## src/rtl/sram_rw0_pkg.sv

```systemverilog
// Shared definitions for the RW0 SRAM initiator: controller states,
// response FIFO depth, the read credit limit and a pointer-wrap helper.
package sram_rw0_pkg;

    typedef enum logic {
        INIT,
        RUN
    } state_t;

    localparam int RESP_DEPTH   = 3;
    localparam int CREDIT_LIMIT = RESP_DEPTH;

    // Advance a FIFO pointer, wrapping after the last entry.
    function automatic logic [1:0] ptr_next(input logic [1:0] ptr);
        return (ptr == 2'(RESP_DEPTH - 1)) ? 2'd0 : ptr + 2'd1;
    endfunction

endpackage

```

## src/rtl/sram_rw0_resp_fifo.sv

```systemverilog
// Three-entry response FIFO holding returned read data until the
// consumer takes it. No bypass: data is visible the cycle after the push.
module sram_rw0_resp_fifo
    import sram_rw0_pkg::*;
#(
    parameter int DATA_W = 4
) (
    input  logic              clock,
    input  logic              reset_n,
    input  logic              push,
    input  logic [DATA_W-1:0] push_data,
    input  logic              pop,
    output logic [DATA_W-1:0] head_data,
    output logic [1:0]        count
);

    logic [DATA_W-1:0] mem [RESP_DEPTH];
    logic [1:0]        wr_ptr;
    logic [1:0]        rd_ptr;

    // Storage array; contents are only observed through count, so no reset.
    always_ff @(posedge clock) begin
        if (push) begin
            mem[wr_ptr] <= push_data;
        end
    end

    // Pointers and occupancy; a simultaneous push and pop keeps count steady.
    always_ff @(posedge clock) begin
        if (!reset_n) begin
            wr_ptr <= 2'd0;
            rd_ptr <= 2'd0;
            count  <= 2'd0;
        end else begin
            if (push) begin
                wr_ptr <= ptr_next(wr_ptr);
            end
            if (pop) begin
                rd_ptr <= ptr_next(rd_ptr);
            end
            case ({push, pop})
                2'b10:   count <= count + 2'd1;
                2'b01:   count <= count - 2'd1;
                default: count <= count;
            endcase
        end
    end

    // Head entry, forced to zero while empty so idle output is clean.
    always_comb begin
        head_data = '0;
        if (count != 2'd0) begin
            head_data = mem[rd_ptr];
        end
    end

endmodule

```

## src/rtl/sram_rw0_initiator.sv

```systemverilog
// Initiator for a single-port RW0 SRAM macro. Arbitrates a write and a
// read request channel round-robin onto the one port, returns read data
// through a credit-throttled response FIFO.
// Optional feature macro: SRAM_INIT_CLEAR_EN -- when defined, the whole
// array is written to zero after reset before requests are accepted.
module sram_rw0_initiator
    import sram_rw0_pkg::*;
#(
    parameter int ADDR_W = 7,
    parameter int DATA_W = 4
) (
    input  logic              clock,
    input  logic              reset_n,
    input  logic              wr_valid,
    output logic              wr_ready,
    input  logic [ADDR_W-1:0] wr_addr,
    input  logic [DATA_W-1:0] wr_data,
    input  logic [DATA_W-1:0] wr_mask,
    input  logic              rd_valid,
    output logic              rd_ready,
    input  logic [ADDR_W-1:0] rd_addr,
    output logic              resp_valid,
    input  logic              resp_ready,
    output logic [DATA_W-1:0] resp_data,
    output logic              init_done,
    output logic              RW0_en,
    output logic              RW0_wmode,
    output logic [ADDR_W-1:0] RW0_addr,
    output logic [DATA_W-1:0] RW0_wmask,
    output logic [DATA_W-1:0] RW0_wdata,
    input  logic [DATA_W-1:0] RW0_rdata
);

    state_t          state;
    state_t          state_next;
    logic [ADDR_W:0] sweep_cnt;
    logic [ADDR_W:0] sweep_next;
    logic            pri_rd;
    logic            pri_next;
    logic            inflight;
    logic [1:0]      fifo_count;
    logic [2:0]      credits_used;
    logic            wr_elig;
    logic            rd_elig;
    logic            grant_wr;
    logic            grant_rd;
    logic            resp_pop;

    // Credits in use are entries already buffered plus the read still in the macro.
    always_comb begin
        credits_used = {1'b0, fifo_count} + {2'b00, inflight};
        wr_elig      = wr_valid;
        rd_elig      = rd_valid && (credits_used < 3'(CREDIT_LIMIT));
    end

    // Next state, round-robin grant and RW0 drive; everything is idle while reset is asserted.
    always_comb begin
        state_next = state;
        sweep_next = sweep_cnt;
        pri_next   = pri_rd;
        grant_wr   = 1'b0;
        grant_rd   = 1'b0;
        wr_ready   = 1'b0;
        rd_ready   = 1'b0;
        RW0_en     = 1'b0;
        RW0_wmode  = 1'b0;
        RW0_addr   = '0;
        RW0_wmask  = '0;
        RW0_wdata  = '0;
        if (reset_n) begin
            case (state)
                INIT: begin
`ifdef SRAM_INIT_CLEAR_EN
                    RW0_en     = 1'b1;
                    RW0_wmode  = 1'b1;
                    RW0_addr   = sweep_cnt[ADDR_W-1:0];
                    RW0_wmask  = '1;
                    RW0_wdata  = '0;
                    sweep_next = sweep_cnt + 1'b1;
                    if (sweep_next[ADDR_W]) begin
                        state_next = RUN;
                    end
`else
                    sweep_next = '0;
                    state_next = RUN;
`endif
                end
                RUN: begin
                    grant_wr = wr_elig && (!rd_elig || !pri_rd);
                    grant_rd = rd_elig && (!wr_elig ||  pri_rd);
                    wr_ready = grant_wr;
                    rd_ready = grant_rd;
                    if (grant_wr) begin
                        RW0_en    = 1'b1;
                        RW0_wmode = 1'b1;
                        RW0_addr  = wr_addr;
                        RW0_wmask = wr_mask;
                        RW0_wdata = wr_data;
                        pri_next  = 1'b1;
                    end else if (grant_rd) begin
                        RW0_en    = 1'b1;
                        RW0_wmode = 1'b0;
                        RW0_addr  = rd_addr;
                        pri_next  = 1'b0;
                    end
                end
                default: state_next = INIT;
            endcase
        end
    end

    // Controller registers; a read issued this cycle returns data next cycle.
    always_ff @(posedge clock) begin
        if (!reset_n) begin
            state     <= INIT;
            sweep_cnt <= '0;
            pri_rd    <= 1'b0;
            inflight  <= 1'b0;
        end else begin
            state     <= state_next;
            sweep_cnt <= sweep_next;
            pri_rd    <= pri_next;
            inflight  <= grant_rd;
        end
    end

    // Response side: occupancy drives resp_valid, handshake pops.
    always_comb begin
        resp_valid = (fifo_count != 2'd0);
        resp_pop   = resp_valid && resp_ready;
        init_done  = reset_n && (state == RUN);
    end

    sram_rw0_resp_fifo #(
        .DATA_W (DATA_W)
    ) u_resp_fifo (
        .clock     (clock),
        .reset_n   (reset_n),
        .push      (inflight),
        .push_data (RW0_rdata),
        .pop       (resp_pop),
        .head_data (resp_data),
        .count     (fifo_count)
    );

endmodule

```

## config.mk

```make
export PLATFORM = sky130hd
export DESIGN_NAME = sram_rw0_initiator
export DESIGN_NICKNAME = d
export VERILOG_FILES = /design/src/rtl/sram_rw0_pkg.sv /design/src/rtl/sram_rw0_resp_fifo.sv /design/src/rtl/sram_rw0_initiator.sv
export SDC_FILE = /design/constraint.sdc
export NUM_CORES = 1
export LEC_CHECK = 0
export BUFFER_PORTS_ARGS = -buffer_cell sky130_fd_sc_hd__clkbuf_2
export CELL_PAD_IN_SITES_DETAIL_PLACEMENT = 0
export CELL_PAD_IN_SITES_GLOBAL_PLACEMENT = 1
export CORE_MARGIN = 10
export CORE_UTILIZATION = 35
export CTS_CLUSTER_SIZE = 40
export DETAILED_ROUTE_END_ITERATION = 8
export PLACE_DENSITY = 0.83
export REMOVE_ABC_BUFFERS = 1
export SYNTH_ARGS = -nofsm -noshare
export SYNTH_HDL_FRONTEND = slang
export SYNTH_SLANG_ARGS = --single-unit
```

## constraint.sdc

```tcl
create_clock -name clock -period 3.1 [get_ports clock]
set_input_delay 0.465 -clock clock [delete_from_list [all_inputs] [get_ports clock]]
set_output_delay 0.465 -clock clock [all_outputs]
set_load 0.01 [all_outputs]
```

==> summary.txt, run 1 <==
Status
  • Status: completed

Run
  • Max capacitance violation total: 0

Synth
  • Yosys cell types: 30
  • Ys Warns: 0
  • Register bit total from synthesis: 23
  • Yosys top cell by area: edfxtp_1
  • Ys async rst share: 0%
  • Syn Area/Cell: 10.0 µm²
  • Synth top area share: 31.6%
  • Post-synthesis cell area: 1140 µm²
  • Post-synth EDFFs: 12
  • Sequential share of the synthesized area: 50.9%
  • Synth cell count leaders: edfxtp_1, nand2_1, dfxtp_1, nand3_1
  • Mapped Cells: 114
  • Predominant post-synthesis flop cell: edfxtp_1
  • Largest cells by area after synthesis: edfxtp_1, dfxtp_1, and2_1

Clocking
  • CTS clk-pin slew, worst paths: 0.11 ns
  • CTS resizes: 0
  • Clock Path Buffers: 2
  • Post-CTS Setup Bufs: 0
  • TritonCTS clock tree: done
  • CTS Sinks: 23
  • Clk_lat worst skew: 0.30 ns
  • Clk root buf: clkbuf_4
  • H-tree depth: 1
  • Post-CTS Hold Fix Bufs: 0
  • Total CTS buffers: 3

Worst hold path
  • Worst hold path endpoint: u_resp_fifo.mem[0][2]$_DFFE_PP_
  • Hold Path Stages: 1
  • Hold Path Class: primary input to flop
  • Hold_sp: RW0_rdata[2]

Worst setup path
  • Worst Path Arrival: 1.99 ns
  • Startpoint Class: flop
  • FF-to-FF setup slack: 1.43 ns
  • Critical path's slowest cell: dfxtp_1
  • CP endpoint kind: output pin
  • Worst R2R Start: u_resp_fifo.count[0]$_SDFFE_PN0P_
  • Crit Path Category: flop to output pin
  • Top Family by Delay on Critical Path: adder cells
  • Reg2reg path depth: 5
  • R2R Path End: u_resp_fifo.count[1]$_SDFFE_PN0P_
  • WP buf/inv: 1
  • Crit-path cells: ha_1 > ha_1 > nand2_1 > a31oi_2 > and2_1 > clkbuf_2
  • CP max FO: 10
  • Slowest cell delay on critical path: 0.38 ns
  • Top cell by count, worst path: ha_1
  • Req. time, crit path: 2.63 ns

Final layout
  • Nets@finish: 202
  • Area of the multi-input gates: 507 µm²
  • Filler cells: 298
  • Sequential standard cell area: 581 µm²
  • Area grow syn2layout: 27.9%
  • Antenna cell count: 0
  • Share of post-route cells with drive strength above 1: 40.1%

STA
  • Final Cycle Share: 79.0%
  • Clk_skew: 0.00230 ns
  • Final WS setup: 0.650 ns
  • Hold_ws: 0.366 ns
  • Slew HR: 55.1%
  • Highest Clock Rate: 408 MHz
  • Unrepaired setup endpoints after global routing: false
  • Final count of negative-setup-slack endpoints: 0
  • Max Slew Vio Count: 0
  • Setup TNS: 0 ns
  • Final hold violation count: 0
  • Minimum clock period: 2.45 ns
  • Worst-margin pin slew: 0.668 ns

Drt
  • Drt wl/cell: 13.5 µm
  • Vias: 1009
  • Final WL: 2840 µm
  • DRT antenna net count: 0
  • DRC viols: 0
  • Drt initial violations: 30
  • Router iterations before antenna repair: 4
  • Post-DR vias/cell: 4.78

Floorplan
  • Core Rows: 20
  • Initial core utilization: 37.1%
  • I/O Pins: 56
  • Die Width: 77.1 µm
  • Total die area: 5940 µm²
  • Core footprint: 3080 µm²
  • Die height: 77.1 µm

Power
  • LEAKAGE: 0.655 nW
  • VDD IR-drop max: 0.111 mV
  • Combinational share of power: 19.7%
  • Switch share: 25.9%
  • Psw: 152 µW
  • PD cells: 403 nW/µm²
  • Pint: 436 µW
  • Seq pwr share: 58.0%
  • Clock Power Share: 22.3%

Global route
  • M2 GR Usage: 15.3%
  • Met1 Usage GRT: 9.11%
  • GR Layer Usage met3: 6.99%
  • Initial antenna violation count: 0
  • GRT Total Usage: 9.75%
  • GRT overflow: 0
  • Vias in the first global route: 1152
  • Global-route wire length before repair: 4830 µm
  • Grt peak-use layer: met2
  • Largest net degree at the start of global routing: 16

Place
  • DP Worst Slack: 0.988 ns
  • Final HPWL DP: 2300 µm
  • Port buffer count: 55
  • Final GP Congestion: 0.746
-- state kept, by name, indices dropped and copies added (netlist names), named ones only --
signal / cells
pri_rd: 1
u_resp_fifo.rd_ptr: 2
inflight: 1
u_resp_fifo.mem: 12
u_resp_fifo.wr_ptr: 2
u_resp_fifo.count: 2
state: 1
-- worst reg2reg max path: cells and delay by family (launching register included) --
family                   cells  cell delay (ns)
AO/OA/AOI/OAI                2             0.41
adder cells (fa/ha/maj)      1             0.32
buffers and inverters        1             0.10
flip-flops                   1             0.38
AND/OR/NAND/NOR              1             0.39
-- cells by family (layout without fill, tap and decap cells) --
group,after synthesis,in the layout,synth area share (%)
adders and majority gates,3,3,3.29
DFF,23,23,50.9
muxes,8,8,7.46
and+or+nand+nor,51,51,22.4
AOI/OAI and AO/OA,17,17,9.76
buffers and inverters,10,63,4.71
xor gates and xnor gates,2,2,1.54
-- how the worst max path moves through the flow --
stage	from	to	slack, ns	cells after the start
3_3_place_gp	inflight$_DFF_P_	RW0_addr[6]	1.01	6
3_5_place_dp	inflight$_DFF_P_	RW0_wmask[2]	0.99	6
5_1_grt	inflight$_DFF_P_	RW0_wdata[0]	0.49	6
6_report	inflight$_DFF_P_	RW0_wmask[2]	0.65	6
4_1_cts	inflight$_DFF_P_	RW0_wmask[2]	0.62	6
2_1_floorplan	inflight$_DFF_P_	RW0_wdata[0]	1.08	5
-- area by class of cell --
type                    count  share of cell area [%]
flip-flops and latches     23                    39.8
inverters                   4                    1.03
clock buffers               4                    1.80
well taps                  44                    3.77
repair buffers             55                    18.9
multi-input cells          81                    34.7
-- power groups by stage --
stage / Clock (mW) / Sequential (mW) / Combinational (mW)
CTS: 0.140 / 0.342 / 0.118
floorplan: 0 / 0.346 / 0.0660
global placement: 0 / 0.348 / 0.115
global route: 0.154 / 0.344 / 0.132
detailed placement: 0 / 0.348 / 0.117
finish: 0.131 / 0.341 / 0.116
-- per-layer routing --
layer	share of wire [%]	wire, µm
met1	40	1140
met2	42	1200
met3	16	464
met4	1.3	36
met5	0	0
-- cells in the final DEF (no fill, tap or decap), types with 2 or more instances in the layout --
cell type	Yosys	final
o22ai_1	9	9
ha_1	3	3
edfxtp_1	12	12
dfxtp_1	11	11
clkbuf_4	0	3
clkbuf_2	0	55
mux2i_1	4	4
and3_1	2	2
xnor2_1	2	2
o21a_1	2	2
nand2_1	12	12
mux2_2	4	4
o21ai_0	2	2
nor2_1	9	9
nand2b_1	2	2
inv_1	3	3
and2_1	9	9
nand3_1	10	10
nor2b_1	2	2
-- per-stage QoR --
step	instances	util (%)	power, mW	area [µm²]
after global routing	211	47.4	0.629	1460
after floorplan	108	-	0.412	1100
final	211	47.4	0.589	1460
after global placement	207	46.5	0.463	1430
after CTS	211	47.4	0.600	1460
after detailed placement	207	46.5	0.466	1430
Power figures use the tool's default switching activity.
==> inputs of run 2 (changes only) <==
CORE_UTILIZATION = 29   (was 35)
PLACE_DENSITY = 0.74   (was 0.83)
clock period = 2.2 ns   (was 3.1 ns; I/O delays follow)
==> run 2 against run 1 <==
Cell area rose by 4.5%; clock power rose by 89%; sequential share of layout area fell by 1.6 points; non-clock buffer count rose by 2; critical path type unchanged; register-to-register slack got worse by 0.90 ns; critical endpoint is now RW0_addr[3].
==> summary.txt, run 2 (synthesized netlist as in run 1, its figures left out) <==
Floorplan
  • Die Width: 82.7 µm
  • Initial core utilization: 30.5%
  • Total die area: 6840 µm²
  • Core Rows: 22
  • Core footprint: 3740 µm²
  • I/O Pins: 56
  • Die height: 82.7 µm

Status
  • Status: completed

Worst setup path
  • FF-to-FF setup slack: 0.53 ns
  • Worst setup path endpoint: RW0_addr[3]
  • Crit Path Category: flop to output pin
  • Req. time, crit path: 1.87 ns
  • Startpoint Class: flop
  • R2R Path End: u_resp_fifo.count[1]$_SDFFE_PN0P_
  • CP max FO: 7
  • CP endpoint kind: output pin
  • Reg2reg path depth: 5
  • Worst setup path start: inflight$_DFF_P_
  • Worst Path Arrival: 1.78 ns
  • Worst R2R Start: u_resp_fifo.count[0]$_SDFFE_PN0P_

Final layout
  • Largest register FFs: 12
  • Filler cells: 384
  • Nets@finish: 204
  • Area grow syn2layout: 33.7%
  • Most frequent cells in the layout: clkbuf_2, edfxtp_1, nand2_1, dfxtp_1
  • Largest reg by FF count: u_resp_fifo.mem
  • Commonest non-fill, non-tap cell in the layout: clkbuf_2
  • Share of post-route cells with drive strength above 1: 43.2%
  • Antenna cell count: 0

Power
  • LEAKAGE: 0.683 nW
  • Psw: 222 µW
  • VDD IR-drop max: 0.240 mV
  • Pint: 678 µW
  • Seq pwr share: 53.5%
  • PD cells: 590 nW/µm²
  • Switch share: 24.7%
  • Clock Power Share: 27.5%
  • Combinational share of power: 19.0%
  • Final Power: 900 µW

Drt
  • DRT antenna net count: 0
  • Vias: 981
  • Drt wl/cell: 13.2 µm
  • Met3 wire length: 411 µm
  • Router iterations before antenna repair: 4
  • WL met1: 1200 µm
  • Post-DR vias/cell: 4.52
  • DR top layer: met4
  • Drt initial violations: 33
  • Met2 Wirelength: 1230 µm
  • Final WL: 2860 µm
  • DRC viols: 0

Clocking
  • TritonCTS clock tree: done
  • CTS clk-pin slew, worst paths: 0.08 ns
  • Total CTS buffers: 3
  • H-tree depth: 1
  • Post-CTS Hold Fix Bufs: 0
  • Clk_lat worst skew: 0.25 ns
  • Clk root buf: clkbuf_8
  • Clock Path Buffers: 2
  • CTS Sinks: 23

STA
  • Unrepaired setup endpoints after global routing: true
  • Clk_skew: 0.00471 ns
  • Slew HR: 70.9%
  • Highest Clock Rate: 475 MHz
  • Final WS setup: 0.0930 ns
  • Final Cycle Share: 95.8%
  • Max Slew Vio Count: 0
  • Setup TNS: 0 ns
  • Final hold violation count: 0
  • Final count of negative-setup-slack endpoints: 0
  • Worst-margin pin slew: 0.435 ns
  • Minimum clock period: 2.11 ns

Global route
  • Initial antenna violation count: 0
  • Largest net degree at the start of global routing: 16
  • Vias in the first global route: 1056
  • GRT overflow: 0
  • Global-route wire length before repair: 4520 µm
  • GRT Total Usage: 8.56%

Worst hold path
  • Hold Path Class: primary input to flop

Place
  • Final GP Congestion: 0.758
  • Port buffer count: 55
  • Final HPWL DP: 2360 µm
  • DP Worst Slack: 0.235 ns

Run
  • Max capacitance violation total: 0
==> run 2: cell count changes in the layout (fill, tap and decap cells not counted), moves of 2 or more <==
cell and delta:
clkbuf_8 +3, clkbuf_4 -3, buf_2 +3, buf_4 +2
clkbuf_2 -3
==> run 2: area by class of cell <==
class	instances	area, µm²	share of cell area, %
Sequential cell	23	582	38.1
Multi-Input combinational cell	81	533	34.9
Timing Repair Buffer	57	290	19.0
Tap cell	48	60.1	3.94
Clock buffer	4	45.0	2.95
Inverter	4	15.0	0.984
==> run 2: repair_timing <==
action,4_1_cts,5_1_grt
gates cloned,0,0
gates resized for setup,0,10
buffers inserted,0,1
pin swaps,0,1
setup endpoints to repair,14,18
==> run 2: power groups by stage <==
stage                     logic [mW]  registers (mW)  clock network [mW]
after floorplan               0.0929           0.487                   0
after global placement         0.164           0.490                   0
after detailed placement       0.167           0.490                   0
after CTS                      0.167           0.481               0.261
after global routing           0.190           0.484               0.285
final                          0.171           0.481               0.248
==> run 2: worst min-delay path by stage <==
| stage | startpoint | to | slack, ns | cells past startpoint |
|---|---|---|---|---|
| floorplan | reset_n | state$_DFF_P_ | 0.36 | 0 |
| global placement | u_resp_fifo.rd_ptr[1]$_SDFFE_PN0P_ | u_resp_fifo.rd_ptr[1]$_SDFFE_PN0P_ | 0.46 | 2 |
| detailed placement | u_resp_fifo.rd_ptr[1]$_SDFFE_PN0P_ | u_resp_fifo.rd_ptr[1]$_SDFFE_PN0P_ | 0.47 | 2 |
| CTS | RW0_rdata[3] | u_resp_fifo.mem[2][3]$_DFFE_PP_ | 0.27 | 1 |
| global route | RW0_rdata[3] | u_resp_fifo.mem[2][3]$_DFFE_PP_ | 0.26 | 1 |
| finish | RW0_rdata[3] | u_resp_fifo.mem[2][3]$_DFFE_PP_ | 0.28 | 1 |
==> run 2: routing by layer <==
metal  vias up  global-route usage (%)
met5         -                       0
met4         0                    3.51
met3         2                    5.94
met2        47                    13.1
met1       424                    8.98
li1        508                       -
==> run 2: through the flow <==
| stage | cells | cell area (µm²) | utilization (%) | hold slack (ns) |
|---|---|---|---|---|
| global placement | 212 | 1450 | 38.6 | 0.462 |
| CTS | 216 | 1490 | 39.8 | 0.272 |
| detailed placement | 212 | 1450 | 38.6 | 0.469 |
| finish | 217 | 1530 | 40.7 | 0.279 |
| floorplan | 108 | 1100 | - | 0.358 |
| global route | 217 | 1530 | 40.7 | 0.260 |
==> run 2: critical path, cell delays in order (launching register included) <==
cell      delay [ns]
dfxtp_2         0.36
ha_1            0.20
ha_1            0.28
nand2_2         0.11
and3_4          0.23
o22ai_1         0.18
clkbuf_2        0.16
==> inputs of run 3 (changes only) <==
--- a/config.mk
+++ b/config.mk
@@ -14,3 +14,4 @@
 export DETAILED_ROUTE_END_ITERATION = 8
-export PLACE_DENSITY = 0.74
+export PLACE_DENSITY_LB_ADDON = 0.1
+export RECOVER_POWER = 50
 export REMOVE_ABC_BUFFERS = 1
==> constraint.sdc (replaced) <==
create_clock -name clock -period 2.2 [get_ports clock]
set_input_delay 0.22 -clock clock [delete_from_list [all_inputs] [get_ports clock]]
set_output_delay 0.22 -clock clock [all_outputs]
set_load 0.01 [all_outputs]
==> run 3 against run 2 <==
Final cell count fell by 0.46%; critical path depth stayed put; worst setup slack better by 0.034 ns; count of clock-buffer cells in the layout decreased by 1; sequential power hardly changed; via count is 1.4% higher; critical endpoint is now RW0_addr[4]; highest routed layer unchanged.
==> summary.txt, run 3 (synthesized netlist as in run 1, its figures left out) <==
Floorplan
  • Initial core utilization: 30.5%
  • Total die area: 6840 µm²
  • Die height: 82.7 µm
  • Core footprint: 3740 µm²
  • Die Width: 82.7 µm
  • I/O Pins: 56
  • Core Rows: 22

Final layout
  • Area grow syn2layout: 32.6%
  • Nets@finish: 203
  • Largest register FFs: 12
  • Most frequent cells in the layout: clkbuf_2, edfxtp_1, nand2_1, dfxtp_1
  • Antenna cell count: 0
  • Largest reg by FF count: u_resp_fifo.mem
  • Commonest non-fill, non-tap cell in the layout: clkbuf_2
  • Share of post-route cells with drive strength above 1: 39.9%
  • Final Instance Count excl. Fillers: 216

Place
  • Port buffer count: 55
  • Final HPWL DP: 2480 µm
  • Final GP Congestion: 0.698
  • DP Worst Slack: 0.318 ns
  • Placed cells: 212

Global route
  • Initial antenna violation count: 0
  • GRT Total Usage: 9.30%
  • Largest net degree at the start of global routing: 16
  • Global-route wire length before repair: 5010 µm
  • GRT overflow: 0
  • Vias in the first global route: 1116

Power
  • Combinational share of power: 18.8%
  • Final Power: 910 µW
  • LEAKAGE: 0.655 nW
  • Psw: 238 µW
  • Switch share: 26.1%
  • Clock Power Share: 28.4%
  • PD cells: 602 nW/µm²
  • Seq pwr share: 52.9%
  • Pint: 672 µW
  • VDD IR-drop max: 0.245 mV

Drt
  • Post-DR vias/cell: 4.61
  • WL met1: 1180 µm
  • DR top layer: met4
  • Drt wl/cell: 13.8 µm
  • Met2 Wirelength: 1480 µm
  • Drt initial violations: 17
  • Vias: 995
  • Final WL: 2990 µm
  • DRC viols: 0
  • DRT antenna net count: 0
  • Router iterations before antenna repair: 4
  • Met3 wire length: 284 µm

Worst setup path
  • Req. time, crit path: 1.98 ns
  • Worst Path Arrival: 1.85 ns
  • Top cell by count, worst path: ha_1
  • CP max FO: 7
  • Slowest cell delay on critical path: 0.36 ns
  • Crit-path cells: ha_1 > ha_1 > nor2b_2 > and3_4 > o22ai_1 > clkbuf_2
  • CP endpoint kind: output pin
  • Top Family by Delay on Critical Path: simple AND/OR/NAND/NOR gates
  • Crit Path Category: flop to output pin
  • WP buf/inv: 1
  • FF-to-FF setup slack: 0.58 ns
  • Startpoint Class: flop
  • Critical path's slowest cell: dfxtp_1

STA
  • Final Cycle Share: 94.2%
  • Worst-margin pin slew: 0.513 ns
  • Highest Clock Rate: 482 MHz
  • Clk_skew: 0.00207 ns
  • Slew HR: 65.8%
  • Final count of negative-setup-slack endpoints: 0
  • Final hold violation count: 0
  • Minimum clock period: 2.07 ns
  • Final WS setup: 0.127 ns
  • Max Slew Vio Count: 0
  • Setup TNS: 0 ns

Clocking
  • Clk_lat worst skew: 0.26 ns
  • CTS clk-pin slew, worst paths: 0.08 ns
  • Post-CTS Setup Bufs: 0
  • CTS Sinks: 23
  • Clock Path Buffers: 2
  • TritonCTS clock tree: done
  • H-tree depth: 1
  • Total CTS buffers: 3
  • Clk root buf: clkbuf_8

Worst hold path
  • Hold Path Class: primary input to flop

Status
  • Status: completed

Run
  • Max capacitance violation total: 0
-- run 3: cell types whose count changed in the layout (fill, tap and decap cells not counted), sizes merged --
| cell | previous run | this run |
|---|---|---|
| buf | 5 | 0 |
| clkbuf | 56 | 59 |
| clkinv | 0 | 1 |
-- run 3: area by class of cell --
type	count	area, µm²
clock buffers	3	41.3
inverters	4	15.0
clock inverters	1	5.00
fillers	416	2230
multi-input cells	81	538
repair buffers	56	273
flip-flops and latches	23	581
well taps	48	60.1
-- run 3: final timing paths --
check / startpoint / to / cells after the start
hold reg to reg: u_resp_fifo.rd_ptr[1]$_SDFFE_PN0P_ / u_resp_fifo.rd_ptr[1]$_SDFFE_PN0P_ / 2
setup / recovery: inflight$_DFF_P_ / RW0_addr[4] / 6
setup reg to reg: u_resp_fifo.count[0]$_SDFFE_PN0P_ / u_resp_fifo.count[1]$_SDFFE_PN0P_ / 5
hold / removal: RW0_rdata[0] / u_resp_fifo.mem[0][0]$_DFFE_PP_ / 1
-- run 3: power groups by stage --
stage	Sequential [mW]	Combinational, mW	Clock, mW
floorplan	0.487	0.0929	0
global placement	0.490	0.166	0
detailed placement	0.491	0.169	0
CTS	0.481	0.170	0.267
global route	0.484	0.194	0.288
finish	0.481	0.171	0.258
-- run 3: per-layer routing --
layer  GRT usage (%)  vias up
met5               0        -
li1                -      507
met4            3.51        0
met3            4.21        4
met1            9.88      444
met2            15.8       40
-- run 3: through the flow --
stage	cell area, µm²	utilization [%]	hold slack (ns)
detailed placement	1450	38.6	0.429
global placement	1450	38.6	0.420
CTS	1490	39.8	0.157
finish	1510	40.4	0.180
floorplan	1100	-	0.248
global route	1510	40.4	0.194
-- run 3: repair_timing --
action	4_1_cts	5_1_grt
hold buffers	0	0
resized for setup	0	7
setup endpoints to repair	0	16
